===== src/rtl/mdu_seq.sv =====
// Iterative multiply/divide unit beside the EX-stage ALU: owns HI/LO, runs
// MULT/MULTU/DIV/DIVU over 32 cycles, serves MFHI/MFLO/MTHI/MTLO, and stalls the pipe.
module mdu_seq (
    input  logic        clk,
    input  logic        rst,
    input  logic        valid,
    input  logic [5:0]  opcode,
    input  logic [5:0]  funct,
    input  logic [31:0] rrs,
    input  logic [31:0] rrt,
    output logic        stall,
    output logic        busy,
    output logic [31:0] rslt
);

    localparam logic [5:0] INST_R  = 6'h00;
    localparam logic [5:0] F_MFHI  = 6'h10;
    localparam logic [5:0] F_MTHI  = 6'h11;
    localparam logic [5:0] F_MFLO  = 6'h12;
    localparam logic [5:0] F_MTLO  = 6'h13;
    localparam logic [5:0] F_MULT  = 6'h18;
    localparam logic [5:0] F_MULTU = 6'h19;
    localparam logic [5:0] F_DIV   = 6'h1A;
    localparam logic [5:0] F_DIVU  = 6'h1B;

    typedef enum logic [1:0] {S_IDLE, S_MUL, S_DIV, S_FIX} state_t;

    state_t      state_q, state_d;
    logic [4:0]  cnt_q, cnt_d;
    logic [31:0] hi_q, hi_d, lo_q, lo_d, rslt_q, rslt_d;
    logic [31:0] a_q, a_d, b_q, b_d, rs_q, rs_d;
    logic [63:0] acc_q, acc_d;
    logic        neg_res_q, neg_res_d, neg_rem_q, neg_rem_d;
    logic        div0_q, div0_d, is_div_q, is_div_d;

    logic        mdu_op, accept, op_signed;
    logic [31:0] rs_mag, rt_mag;
    logic [32:0] mul_sum;
    logic [32:0] div_shift;
    logic [33:0] div_trial;
    logic [63:0] prod_fixed;

    assign mdu_op    = valid && (opcode == INST_R) &&
                       (funct inside {F_MFHI, F_MTHI, F_MFLO, F_MTLO,
                                      F_MULT, F_MULTU, F_DIV, F_DIVU});
    assign busy      = (state_q != S_IDLE);
    assign stall     = mdu_op && busy;
    assign accept    = mdu_op && !busy;
    assign rslt      = rslt_q;

    // |0x80000000| stays 0x80000000 and is treated as unsigned from here on.
    assign op_signed = (funct == F_MULT) || (funct == F_DIV);
    assign rs_mag    = (op_signed && rrs[31]) ? (~rrs + 32'd1) : rrs;
    assign rt_mag    = (op_signed && rrt[31]) ? (~rrt + 32'd1) : rrt;

    // Multiply: add multiplicand into the upper half, then shift the whole accumulator right.
    assign mul_sum    = {1'b0, acc_q[63:32]} + {1'b0, (b_q[0] ? a_q : 32'd0)};
    // Divide: acc_q[32:0] is the partial remainder, a_q shifts dividend out / quotient in.
    assign div_shift  = {acc_q[31:0], a_q[31]};
    assign div_trial  = {1'b0, div_shift} - {2'b00, b_q};
    assign prod_fixed = neg_res_q ? (~acc_q + 64'd1) : acc_q;

    // NOTE: every variable written here gets a default first, so no latches are inferred.
    always_comb begin
        state_d   = state_q;
        cnt_d     = cnt_q;
        hi_d      = hi_q;
        lo_d      = lo_q;
        rslt_d    = rslt_q;
        a_d       = a_q;
        b_d       = b_q;
        rs_d      = rs_q;
        acc_d     = acc_q;
        neg_res_d = neg_res_q;
        neg_rem_d = neg_rem_q;
        div0_d    = div0_q;
        is_div_d  = is_div_q;

        case (state_q)
            S_IDLE: begin
                if (accept) begin
                    case (funct)
                        F_MTHI: hi_d   = rrs;
                        F_MTLO: lo_d   = rrs;
                        F_MFHI: rslt_d = hi_q;
                        F_MFLO: rslt_d = lo_q;
                        default: begin
                            state_d   = (funct == F_DIV || funct == F_DIVU) ? S_DIV : S_MUL;
                            is_div_d  = (funct == F_DIV || funct == F_DIVU);
                            cnt_d     = 5'd0;
                            a_d       = rs_mag;
                            b_d       = rt_mag;
                            rs_d      = rrs;
                            acc_d     = 64'd0;
                            neg_res_d = op_signed && (rrs[31] ^ rrt[31]);
                            neg_rem_d = op_signed && rrs[31];
                            div0_d    = (rrt == 32'd0);
                        end
                    endcase
                end
            end
            S_MUL: begin
                acc_d = {mul_sum, acc_q[31:1]};
                b_d   = {1'b0, b_q[31:1]};
                cnt_d = cnt_q + 5'd1;
                if (cnt_q == 5'd31) state_d = S_FIX;
            end
            S_DIV: begin
                if (!div_trial[33]) begin
                    acc_d = {31'd0, div_trial[32:0]};
                    a_d   = {a_q[30:0], 1'b1};
                end else begin
                    acc_d = {31'd0, div_shift};
                    a_d   = {a_q[30:0], 1'b0};
                end
                cnt_d = cnt_q + 5'd1;
                if (cnt_q == 5'd31) state_d = S_FIX;
            end
            S_FIX: begin
                state_d = S_IDLE;
                if (!is_div_q) begin
                    hi_d = prod_fixed[63:32];
                    lo_d = prod_fixed[31:0];
                end else if (div0_q) begin
                    hi_d = rs_q;
                    lo_d = 32'hFFFF_FFFF;
                end else begin
                    hi_d = neg_rem_q ? (~acc_q[31:0] + 32'd1) : acc_q[31:0];
                    lo_d = neg_res_q ? (~a_q + 32'd1) : a_q;
                end
            end
            default: state_d = S_IDLE;
        endcase
    end

    // NOTE: sequential state uses non-blocking assignments so all registers update together.
    always_ff @(posedge clk) begin
        if (rst) begin
            state_q   <= S_IDLE;
            cnt_q     <= 5'd0;
            hi_q      <= 32'd0;
            lo_q      <= 32'd0;
            rslt_q    <= 32'd0;
            a_q       <= 32'd0;
            b_q       <= 32'd0;
            rs_q      <= 32'd0;
            acc_q     <= 64'd0;
            neg_res_q <= 1'b0;
            neg_rem_q <= 1'b0;
            div0_q    <= 1'b0;
            is_div_q  <= 1'b0;
        end else begin
            state_q   <= state_d;
            cnt_q     <= cnt_d;
            hi_q      <= hi_d;
            lo_q      <= lo_d;
            rslt_q    <= rslt_d;
            a_q       <= a_d;
            b_q       <= b_d;
            rs_q      <= rs_d;
            acc_q     <= acc_d;
            neg_res_q <= neg_res_d;
            neg_rem_q <= neg_rem_d;
            div0_q    <= div0_d;
            is_div_q  <= is_div_d;
        end
    end

endmodule

===== config.mk =====
export PLATFORM = sky130hd
export DESIGN_NAME = mdu_seq
export DESIGN_NICKNAME = d
export VERILOG_FILES = /design/src/rtl/mdu_seq.sv
export SDC_FILE = /design/constraint.sdc
export NUM_CORES = 1
export LEC_CHECK = 0
export ABC_AREA = 1
export CORE_MARGIN = 2
export CORE_UTILIZATION = 30
export DETAILED_ROUTE_END_ITERATION = 10
export HOLD_SLACK_MARGIN = 0.1
export MAX_ROUTING_LAYER = met4
export PLACE_DENSITY_LB_ADDON = 0.15
export SLEW_MARGIN = 20
export SYNTH_ARGS = -nofsm -noshare
export SYNTH_HDL_FRONTEND = slang
export SYNTH_SLANG_ARGS = --single-unit

===== constraint.sdc =====
create_clock -name clk -period 7.69 [get_ports clk]
set_input_delay 1.9225 -clock clk [delete_from_list [all_inputs] [get_ports clk]]
set_output_delay 1.9225 -clock clk [all_outputs]
set_load 0.05 [all_outputs]

==> After elaboration in Yosys (flattened, before gate mapping) <==
Index checks and enable logic that the tools add are counted.
{ "totals": {"ff_bits": 267, "inputBits": 79, "out_inout_bits": 34, "elab_cells": 113} }
{ "op_classes": {"add_sub_neg": 8, "eq_ne": 17, "muxes": 36, "bitwise_logic": 7, "reduce_logical": 32} }
{ "ops": {"columns": ["operator", "count"], "rows": [
  ["two-way mux 32 bit", 17],
  ["case mux 32 bit (2 select lines)", 5],
  ["two-way mux 64 bit", 3],
  ["case mux 64 bit (3 select lines)", 1],
  ["adder 32 x 1 -> 32 bit, second input constant", 4],
  ["inverter 32 bit", 4],
  ["adder 64 x 1 -> 64 bit, second input constant", 1],
  ["inverter 64 bit", 1],
  ["== test 6 x 5 -> 1 bit, second input constant", 8],
  ["subtractor 33 x 32 -> 34 bit", 1],
  ["adder 32 x 32 -> 33 bit", 1],
  ["two-way mux 33 bit", 1],
  ["logical NOT 32 bit", 1],
  ["AND reduction 3 bit", 9],
  ["nonzero test 2 bit", 6],
  ["two-way mux 5 bit", 2],
  ["case mux 5 bit (2 select lines)", 1],
  ["two-way mux 2 bit", 4],
  ["!= test 2 bit, second input constant", 4],
  ["nonzero test 8 bit", 1],
  ["logical AND 1 bit", 7],
  ["logical NOT 6 bit", 1],
  ["case mux 2 bit (3 select lines)", 1],
  ["adder 5 x 1 -> 5 bit, second input constant", 1],
  ["other kinds (13)", 15]
]} }

==> Logic depth before layout (Yosys ltp) <==
{ "logic_depth": {"word_depth": 7, "depth_mapped": 17, "depth_no_buf": 16} }

==> Worst setup path after synthesis <==
No wires, ideal clock.
{ "synth_timing": {"path_kind": "input port to output port", "start": "input funct[5]", "end": "output stall", "arrival_ns": 2.935, "required_ns": 5.767, "slack_ns": 2.832, "path_stages": 5, "path_buffers": 0, "path_cell_list": "inv_1 > nand2_1 > inv_2 > nand4_2 > nor2_1"} }
{ "synth_between": {"elab_chain_len": 4, "elab_cells_between_ends": 11, "cone_classes": "eq/ne: 8; reduce/logical: 3"} }
{ "synth_rtl": {"columns": ["element", "line_no", "source"], "rows": [
  ["from (decl)", "8", "input logic [5:0] funct,"],
  ["== test 6 x 5 -> 1 bit", "44", "(funct inside {F_MFHI, F_MTHI, F_MFLO, F_MTLO,"],
  ["nonzero test 8 bit *", "44", null],
  ["logical AND 1 bit *", "43", "assign mdu_op = valid && (opcode == INST_R) &&"],
  ["logical AND 1 bit *", "47", "assign stall = mdu_op && busy;"],
  ["to (decl)", "11", "output logic stall,"]
]} }
Mark *: on every way between the ends. The rest lies on a longest branch, timed or not.

==> Final worst setup path <==
{ "layout_timing": {"start": "input funct[4]", "end": "output stall"} }
Same word-level chain as after synthesis.

==> qor.yml <==
maxCapViolations: 0
path_class: "in -> out"
die_x_um: 279
use_met1_pct: 36.4
post-cts-setup-buffer-count: 0
tns_ps: 0
seqCellArea_um2: 5350
ys_warn_count: 0
grt_use_met2_pct: 40.2
cts.sinks: 267
dieArea_um2: 77700
power_mw: 6.92
clk_path_buf_depth: 3
clkSlewWorstSetupHoldPaths_ps: 60
syn_inst: 3822
final_nets: 3995
grtUsageMet3_pct: 4.17
drc: 0
fin_cells: 4839
rsz0062_at_grt: "no"
avgSynthCellArea_um2: 5.93
ctsResizeCount: 0
core_region_area_um2: 74600
antenna_found_initial: 3
ant_nets: 0
ys_seq_area_share_pct: 23.6
multiInputGateArea_um2: 14900
ir_drop_uv: 381
grt_pass1_wl_um: 153000
critPathCaptureType: "output port"
cts_root_buf: "clkbuf_16"
grt_start_max_net_pins: 85
hold_violations: 0
fill_cells: 8450
ys_seq_elements: 267
tightest_slew_ps: 1020
drive_gt1_share_pct: 5.69
ios: 113
hpwlAfterDp_um: 78900
status: "finished clean"
leakagePower_nw: 11.9
slew_violations: 0
synth.largest_area_cell: "dfxtp_1"
wl_per_cell_um: 21.0
area_delta_synth_final_pct: 13.7
gp_congestion: 0.998
io_buffers: 112
syn_nets: 3979
drt-total-wl_um: 102000
die_h_um: 279
insertion_delay_ps: 580
fin_crit_sh_pct: 73.0
grt_pass1_vias: 23700
final_cell_mix: "nand2_1 (983), nor2_1 (447), a21oi_1 (428)"
synthDistinctLibCells: 57
grtUsageTotal_pct: 26.4
min_path_type: "reg -> reg"
initial_utilization_pct: 30.4
layout_commonest_cell: "nand2_1"
ys_top_cells_by_area: "dfxtp_1 (24%), nand2_1 (16%), a21oi_1 (9.5%)"
syn_area_um2: 22600
setup_viol: 0
required_ps: 5770
netlist.area_leader.share_pct: 23.6
globalRouteOverflowTotal: 0
fmax_mhz: 178
min_period_ps: 5610
cts_tree: "yes"
first_pass_iters: 6
busiest_layer: "met2"
critical_path_arrival_ps: 3690
relSlewSlack_pct: 32.0
fin_skew_ps: 20.0
setup_ws_ps: 2080
p_per_area_nw_per_um2: 269
hold_buffers: 0
htreeDepth: 2
cp-start-kind: "input pin"
whs_ps: 451
vias_per_cell: 5.27
path_max_fanout: 7
vias: 25500
drtIter0Drc: 2821
dp_cells: 4767
cts_buffers: 38
place_ws_ps: 2080
core.rowCount: 100
power by group:
part | total, mW | internal, mW | switching (mW)
registers | 1.55 | 1.45 | 0.0972
logic | 3.57 | 1.05 | 2.52
clock network | 1.80 | 1.06 | 0.739
per-stage QoR:
| step | util [%] | cell area [um2] |
|---|---|---|
| global route | 34.5 | 25700 |
| floorplan | - | 22600 |
| finish | 34.5 | 25700 |
| CTS | 34.5 | 25700 |
| detailed placement | 32.8 | 24500 |
| global placement | 32.8 | 24500 |
kinds of logic after synthesis:
group | count (synthesis) | synth area share [%]
AND/OR/NAND/NOR | 1878 | 35.2
AO/OA/AOI/OAI | 861 | 20.7
buffers and inverters | 609 | 10.6
flip-flops | 267 | 23.6
adder cells (fa/ha/maj) | 78 | 4.38
XOR/XNOR | 66 | 2.55
multiplexers | 63 | 2.96
flip-flops by register name, indices dropped and copies added, names as in the netlist, 2 cells and up:
register  cells
a_q          32
acc_q        64
b_q          32
cnt_q         5
hi_q         32
lo_q         32
rs_q         32
rslt         32
state_q       2
worst paths after layout:
check	startpoint	end	slack, ps	cells after the start
setup / recovery	funct[4]	stall	2080	6
hold / removal	lo_q[2]	lo_q[2]	450	2
setup reg to reg	state_q[0]	acc_q[24]	4030	13
hold reg to reg	lo_q[2]	lo_q[2]	450	2
worst max-delay path, stage by stage:
cell and delay (ps):
clkdlybuf4s50_1 450, nand2_1 90, inv_2 120, nand4_2 160, nor2_1 120, clkdlybuf4s50_1 820
layout make-up:
type | instances | area share, %
Antenna cell | 4 | 0.0389
Clock buffer | 54 | 4.24
Clock inverter | 14 | 0.676
Inverter | 442 | 6.45
Timing Repair Buffer | 143 | 5.25
Tap cell | 969 | 4.71
Multi-Input combinational cell | 2946 | 57.9
Sequential cell | 267 | 20.8
cells in the mapped netlist (all sizes together):
cell type  count
a21boi         9
a21o           2
a21oi        433
a31oi         15
a41oi          1
and2           2
and3           1
buf           65
clkbuf       102
clkinv         2
dfxtp        267
fa             2
ha            76
inv          440
mux2          31
mux2i         32
nand2       1002
nand2b         1
nand3        277
nand3b        19
nand4         41
nor2         472
nor3          41
nor4          11
o211ai        65
o21a           6
o21ai        284
o21bai         8
o221ai         6
o22ai         31
o31ai          1
or2           10
or3            1
xnor2         19
xor2          47
metal layers:
| metal | part of all wire, % | vias up |
|---|---|---|
| li1 | - | 12600 |
| met3 | 7.7 | 118 |
| met2 | 43 | 940 |
| met4 | 2.5 | 0 |
| met1 | 47 | 11900 |
| met5 | 0 | - |
Note: power is estimated with default switching activity, not from simulation.
